===== src/rtl/dds_note_sequencer.sv =====
// dds_note_sequencer: host-loaded step sequencer that walks a (note, duration)
// pattern RAM, driving NOTE/GATE to note2dds and timing steps with a tick prescaler.
module dds_note_sequencer #(
    parameter int DEPTH    = 16,
    parameter int AW       = 4,
    parameter int DUR_W    = 8,
    parameter int TICK_DIV = 50000,
    parameter int ARTIC    = 1
) (
    input  logic             CLK,
    input  logic             RESET,
    input  logic             WR_EN,
    input  logic [AW-1:0]    WR_ADDR,
    input  logic [7:0]       WR_NOTE,
    input  logic [DUR_W-1:0] WR_DUR,
    input  logic             START,
    input  logic             STOP,
    input  logic             LOOP,
    input  logic [AW-1:0]    LAST,
    output logic [7:0]       NOTE,
    output logic             GATE,
    output logic [AW-1:0]    STEP,
    output logic             BUSY,
    output logic             DONE
);

    localparam int PW = (TICK_DIV > 2) ? $clog2(TICK_DIV) : 1;
    localparam logic [PW-1:0] TICK_LAST = PW'(TICK_DIV - 1);

    typedef enum logic [1:0] {S_IDLE, S_FETCH, S_PLAY} state_t;

    state_t               r_state, w_state_n;
    logic [8+DUR_W-1:0]   r_mem [DEPTH];
    logic [7:0]           r_note, w_note_n;
    logic                 r_gate, w_gate_n;
    logic [AW-1:0]        r_step, w_step_n;
    logic                 r_busy, w_busy_n;
    logic                 r_done, w_done_n;
    logic [PW-1:0]        r_presc, w_presc_n;
    logic [DUR_W-1:0]     r_dcnt, w_dcnt_n;
    logic [DUR_W-1:0]     r_dorig, w_dorig_n;
    logic [AW-1:0]        r_last, w_last_n;
    logic                 r_loop, w_loop_n;

    logic [7:0]           w_ent_note;
    logic [DUR_W-1:0]     w_ent_dur;
    logic                 w_tick;

    assign w_ent_note = r_mem[r_step][8+DUR_W-1:DUR_W];
    // A stored duration of 0 plays as a single tick
    assign w_ent_dur  = (r_mem[r_step][DUR_W-1:0] == '0) ? DUR_W'(1)
                                                         : r_mem[r_step][DUR_W-1:0];
    assign w_tick     = (r_presc == TICK_LAST);

    // Host writes to the pattern RAM in any state; contents are never reset
    always_ff @(posedge CLK) begin
        if (WR_EN)
            r_mem[WR_ADDR] <= {WR_NOTE, WR_DUR};
    end

    // Next-state and datapath update; STOP overrides every state
    always_comb begin
        w_state_n = r_state;
        w_note_n  = r_note;
        w_gate_n  = r_gate;
        w_step_n  = r_step;
        w_busy_n  = r_busy;
        w_done_n  = 1'b0;
        w_presc_n = r_presc;
        w_dcnt_n  = r_dcnt;
        w_dorig_n = r_dorig;
        w_last_n  = r_last;
        w_loop_n  = r_loop;
        if (STOP) begin
            w_state_n = S_IDLE;
            w_gate_n  = 1'b0;
            w_busy_n  = 1'b0;
            w_presc_n = '0;
        end else begin
            case (r_state)
                S_IDLE: begin
                    w_gate_n = 1'b0;
                    w_busy_n = 1'b0;
                    if (START) begin
                        w_state_n = S_FETCH;
                        w_step_n  = '0;
                        w_busy_n  = 1'b1;
                        w_last_n  = LAST;
                        w_loop_n  = LOOP;
                    end
                end
                S_FETCH: begin
                    w_state_n = S_PLAY;
                    w_note_n  = w_ent_note;
                    w_gate_n  = (w_ent_note != 8'd0);
                    w_dcnt_n  = w_ent_dur;
                    w_dorig_n = w_ent_dur;
                    w_presc_n = '0;
                end
                S_PLAY: begin
                    if (w_tick) begin
                        w_presc_n = '0;
                        w_dcnt_n  = r_dcnt - DUR_W'(1);
                        // Release GATE for the final tick of multi-tick steps
                        if ((ARTIC != 0) && (r_dorig > DUR_W'(1)) && (r_dcnt == DUR_W'(2)))
                            w_gate_n = 1'b0;
                        if (r_dcnt == DUR_W'(1)) begin
                            if (r_step != r_last) begin
                                w_step_n  = r_step + AW'(1);
                                w_state_n = S_FETCH;
                            end else if (r_loop) begin
                                w_step_n  = '0;
                                w_state_n = S_FETCH;
                            end else begin
                                w_state_n = S_IDLE;
                                w_gate_n  = 1'b0;
                                w_busy_n  = 1'b0;
                                w_done_n  = 1'b1;
                            end
                        end
                    end else begin
                        w_presc_n = r_presc + PW'(1);
                    end
                end
                default: w_state_n = S_IDLE;
            endcase
        end
    end

    // State and datapath registers with synchronous reset
    always_ff @(posedge CLK) begin
        if (RESET) begin
            r_state <= S_IDLE;
            r_note  <= '0;
            r_gate  <= 1'b0;
            r_step  <= '0;
            r_busy  <= 1'b0;
            r_done  <= 1'b0;
            r_presc <= '0;
            r_dcnt  <= '0;
            r_dorig <= '0;
            r_last  <= '0;
            r_loop  <= 1'b0;
        end else begin
            r_state <= w_state_n;
            r_note  <= w_note_n;
            r_gate  <= w_gate_n;
            r_step  <= w_step_n;
            r_busy  <= w_busy_n;
            r_done  <= w_done_n;
            r_presc <= w_presc_n;
            r_dcnt  <= w_dcnt_n;
            r_dorig <= w_dorig_n;
            r_last  <= w_last_n;
            r_loop  <= w_loop_n;
        end
    end

    assign NOTE = r_note;
    assign GATE = r_gate;
    assign STEP = r_step;
    assign BUSY = r_busy;
    assign DONE = r_done;

endmodule


===== config.mk =====
export PLATFORM = sky130hd
export DESIGN_NAME = dds_note_sequencer
export DESIGN_NICKNAME = d
export VERILOG_FILES = /design/src/rtl/dds_note_sequencer.sv
export SDC_FILE = /design/constraint.sdc
export NUM_CORES = 1
export LEC_CHECK = 0
export ABC_AREA = 1
export BUFFER_PORTS_ARGS = -buffer_cell sky130_fd_sc_hd__buf_2
export CORE_MARGIN = 2
export CORE_UTILIZATION = 30
export DETAILED_ROUTE_END_ITERATION = 10
export SYNTH_ARGS = -nofsm -noshare
export SYNTH_HDL_FRONTEND = slang
export SYNTH_SLANG_ARGS = --single-unit

===== constraint.sdc =====
create_clock -name CLK -period 5.8 [get_ports CLK]
set_input_delay 0.29 -clock CLK [delete_from_list [all_inputs] [get_ports CLK]]
set_output_delay 0.29 -clock CLK [all_outputs]
set_load 0.02 [all_outputs]

Word-level counts from Yosys, hierarchy flattened:

Memories as Yosys holds them, arrays and structs flattened. A register that Yosys moved wholly into a read port is not among the register bits.
Cells that the tools add are included.

* shift operators: 0
* mux-type cells: 34
* bitwise operators: 4
* reductions and logical operators: 16
* $add $sub $neg: 3
* equal/unequal tests: 12
* divide/modulo/power cells: 0
* multiply operators: 0
* magnitude comparators: 1

Operator list (number)
* $pmux W16 S2: 1
* $mux W4: 7
* $add A16 B1 Y16 const B: 1
* $eq A16 B16 Y1 const B: 1
* $mux W16: 1
* $mux W8: 2
* $pmux W8 S2: 1
* $mux W1: 15
* $ne A2 B2 Y1 const B: 5
* $reduce_and A3 Y1: 3
* $eq A8 B1 Y1 const B: 1
* $eq A8 B2 Y1 const B: 1
* $gt A8 B1 Y1 const B: 1
* $logic_not A8 Y1: 1
* $pmux W4 S2: 1
* $reduce_bool A8 Y1: 1
* $sub A8 B1 Y8 const B: 1
* $mux W2: 3
* $pmux W2 S3: 1
* $reduce_and A6 Y1: 1
* $reduce_or A6 Y1: 1
* $reduce_and A5 Y1: 1
* $add A4 B1 Y4 const B: 1
* $ne A4 B4 Y1: 1
* other kinds (12): 17

* bits in registers: 54
* memories: 1
* output and inout port bits: 15
* bits in latches: 0
* bits in read-only memories: 0
* logic and storage cells: 82
* RAM bits: 256
* bits of input ports: 30

Memories
* r_mem: words 16, width 16, rd ports 1, clocked after memory_dff 1, write ports 1, line 33 `logic [8+DUR_W-1:0] r_mem [DEPTH];`

Logic depth before layout (Yosys ltp):

* word-level depth: 8
* depth in mapped cells: 16
* mapped depth without buffers: 13

Least setup slack after synthesis:

Ideal clock, no wire load.

* path kind: register to register
* from: reg r_state[0]
* to: reg r_presc[12]
* buffers on the path: 0
* cell stages (with the launch flop): 12
* arrival time: 1773 ps
* required time: 5668 ps
* clock period less this slack: 1905 ps
* setup slack: 3895 ps
* path through: dfxtp_1 -> inv_1 -> ha_1 -> inv_2 -> nor2_1 -> nand2_1 -> or2_1 -> nor2_2 -> inv_2 -> nor2_1 -> and3_1 -> nor3_1

* cells in the longest elaborated chain, start to end: 2
* elaborated cells between the ends (all ways): 4
* those cells by class: eq/ne: 2; mux: 1; reduce/logical: 1

RTL lines
* start: declaration: line 32 `state_t r_state, w_state_n;`
* start signal: assignment: line 145 `r_state <= w_state_n;`
* $eq A2 B2 Y1 or $eq A2 B1 Y1 (tied branches): line 80 `case (r_state)`
* $pmux W16 S2 or $reduce_bool A2 Y1 (tied branches)
* end signal: assignment: line 151 `r_presc <= w_presc_n;`
* end: declaration: line 39 `logic [PW-1:0] r_presc, w_presc_n;`

Parallel ways exist; a longest one is shown, timed or not.
A chain may end at the register's enable or synchronous reset.

==> reports/metrics.cfg <==
[synthesis]
synth_cell_types = 38
synth-seq-cells = 313
yosysMostFrequentCell = edfxtp_1
synth_edf_count = 256
synth_area_um2 = 13200
synth_warnings = 0
synth_top_area_cell = edfxtp_1
synth_area_per_cell_um2 = 10.5
synthCells = 1254
synth.net_count = 1293
synth.area.top_cells = edfxtp_1 58%, dfxtp_1 8.7%, nand2_1 6.3%
synth_commonest_cells = 256 x edfxtp_1, 220 x nand2_1, 173 x nor2_1
synth.top_cell.area_share = 0.584
async_flop_share = 0
synthFlopType = edfxtp_1
yosysSeqAreaShare = 0.670

[route]
initialDrtViolationCount = 863
drtAntennaViolNets = 0
vias = 8974
first_pass_iters = 7
viasPerCell = 4.71
avgRoutedWirePerCell_um = 17.0
routed_wl_mm = 32.5
drcViolationCount = 0

[global_route]
use_met2 = 0.225
antenna_found_initial = 2
grt_use_met3 = 0.0274
grtUsageMet1 = 0.205
grt_max_degree = 79
track_usage = 0.143
busiest_layer = met2
grt_pass1_wl_mm = 49.7
overflow = 0
grt_pass1_vias = 8433

[hold_path]
hold-path-cell-count = 3
hp-start = LOOP
worst_hold_path.endpoint = r_loop$_SDFFE_PP0P_
min_path_type = in2reg

[finish]
syn_to_final_growth_pct = 13.9
stdcell_area_um2 = 15000
drive_above_1_share = 0.105
fin_nets = 1336

[floorplanning]
io_pins = 45
start_util = 0.305
die_h_um = 214
die_w_um = 214
core_area_um2 = 43200
dieArea_um2 = 45600
placementRows = 76

[clock_tree]
cts.clk_slew.worst_paths_ps = 70
cts_made_buffers = 30
cts_tree = yes
cts_root_buffer = clkbuf_16
htreeDepth = 1
clock_path_buffers = 3
clock-sinks = 313
cts_setup_buffers = 0
clk_latency_ps = 580

[sta]
finalCritPeriodShare = 0.632
skew_ps = 26.4
fin_tns_setup_ps = 0
fmax_mhz = 273
slew_viol_final = 0
slew_headroom = 0.168
period_minus_slack_ps = 3670
worst_pin_slew_ps = 1250
rsz0062_at_grt = no
setup_viol = 0
final_hold_viol_count = 0

[critical_path]
required_ps = 6250
path_max_fanout = 69
r2r_slack_ps = 2130
crit_path_end_kind = flip-flop
slowest_stage = clkinv_2
timing.rr.end = GATE$_SDFFE_PP0P_
critPathLaunchType = flip-flop
r2r_cells = 14
cp_data_arrival_time_ps = 4120
cpMostUsedCell = nand2_1
critical_path_class = reg2reg
path_cells = clkinv_2 -> buf_4 -> nand2_1 -> nand2_1 -> nand2_1 -> nand3_1 -> nand3_1 -> nand2_1 -> nor2_1 -> nand2_1 -> o21ai_1 -> nand2_1 -> nand2_1 -> a21oi_1
max_stage_delay_ps = 850

[pwr]
power.share.clock = 0.386
switching_share = 0.248
ir_worst_vdd_mv = 0.208
power_leakage_uw = 0.00555
power.internal_uw = 3710
p_comb_frac = 0.101
p_per_area_nw_per_um2 = 328
p_sw_uw = 1220
p_seq_frac = 0.513

[placed_design]
io_buffers = 44
gp_congestion = 0.789
placed_area_um2 = 14000
place_hpwl_mm = 18.4

[run]
cap_viol_max_count = 0

[run_status]
status = finished, final reports clean

## critical path: cells and delay by family, from the launching register on
family                 cells  cell delay (ps)
buffers and inverters      2             1460
flip-flops                 1              810
AND/OR/NAND/NOR           10              970
AO/OA/AOI/OAI              2              250
## worst max-delay path by stage
stage	slack [ps]	endpoint	from
final	2130	GATE$_SDFFE_PP0P_	flip-flop
after global placement	2220	r_dcnt[0]$_SDFFE_PP0P_	flip-flop
after floorplan	3900	r_presc[12]$_SDFFE_PP0N_	r_state[0]$_SDFFE_PP0P_
after detailed placement	2160	r_dcnt[0]$_SDFFE_PP0P_	flip-flop
after global routing	1770	r_dcnt[0]$_SDFFE_PP0P_	flip-flop
after CTS	2130	r_dcnt[0]$_SDFFE_PP0P_	flip-flop
## metrics by stage
step	util	power [uW]	setup WS, ps	hold slack, ps	instances
after floorplan	-	2920	3900	389	1254
after global placement	0.325	3060	2220	456	1846
after detailed placement	0.325	3070	2160	456	1846
after CTS	0.348	4960	2130	5.74	1906
after global routing	0.348	5120	1770	15.1	1906
final	0.348	4930	2130	22.0	1907
## repair_timing
item,CTS,global route
hold buffers,4,0
resized for setup,0,0
endpoints found under the hold margin,4,0
## layer usage
metal | share of wire | wire [um]
met2 | 0.45 | 14500
met4 | 0.020 | 655
met1 | 0.47 | 15100
met3 | 0.068 | 2190
met5 | 0 | 0
## sequential cells by signal, indices dropped and copies added (netlist names), 2 cells and up, named ones only
| signal | cells |
|---|---|
| r_dcnt | 8 |
| NOTE | 8 |
| r_dorig | 7 |
| r_state | 2 |
| r_presc | 16 |
| r_last | 4 |
| STEP | 4 |
| r_mem | 256 |
## kinds of logic after synthesis
| kind of cell | Yosys count | share of synthesized area |
|---|---|---|
| buffers and inverters | 184 | 0.0596 |
| xor gates and xnor gates | 13 | 0.00865 |
| AOI/OAI and AO/OA | 203 | 0.0850 |
| DFF | 313 | 0.670 |
| adders and majority gates | 9 | 0.00855 |
| and+or+nand+nor | 532 | 0.168 |
## layout make-up
type / count / area [um2]
clock inverters: 12 / 125
clock buffers: 44 / 821
fillers: 4350 / 28200
repair buffers: 70 / 425
diodes: 1 / 2.50
multi-input cells: 757 / 3600
flip-flops and latches: 313 / 8830
well taps: 585 / 732
inverters: 125 / 470
## layout by cell type (no fill, tap or decap), types with 2 or more instances in the layout
cell type / instances
edfxtp_1: 256
nand2_1: 220
nor2_1: 157
inv_1: 120
nand3_1: 108
o21ai_0: 92
dfxtp_1: 55
a21oi_1: 51
buf_2: 44
clkbuf_16: 30
o211ai_1: 29
buf_4: 22
o21ai_1: 19
nor2_2: 19
clkbuf_1: 11
nor3_1: 10
xor2_1: 10
ha_1: 9
nand4_1: 8
clkinv_2: 5
inv_2: 4
dlygate4sd3_1: 4
xnor2_1: 3
nor4_1: 3
o22ai_1: 3
clkinv_1: 3
a31oi_1: 2
nand3b_1: 2
bufinv_16: 2
inv_6: 2
clkbuf_4: 2
## power by group through the flow
stage	sequential, uW	clock (uW)	combinational, uW
final	2530	1900	496
after global routing	2530	2030	561
after CTS	2530	1940	496
after detailed placement	2570	0	492
after global placement	2570	0	483
after floorplan	2560	0	364
Note: power is estimated with default switching activity, not from simulation.
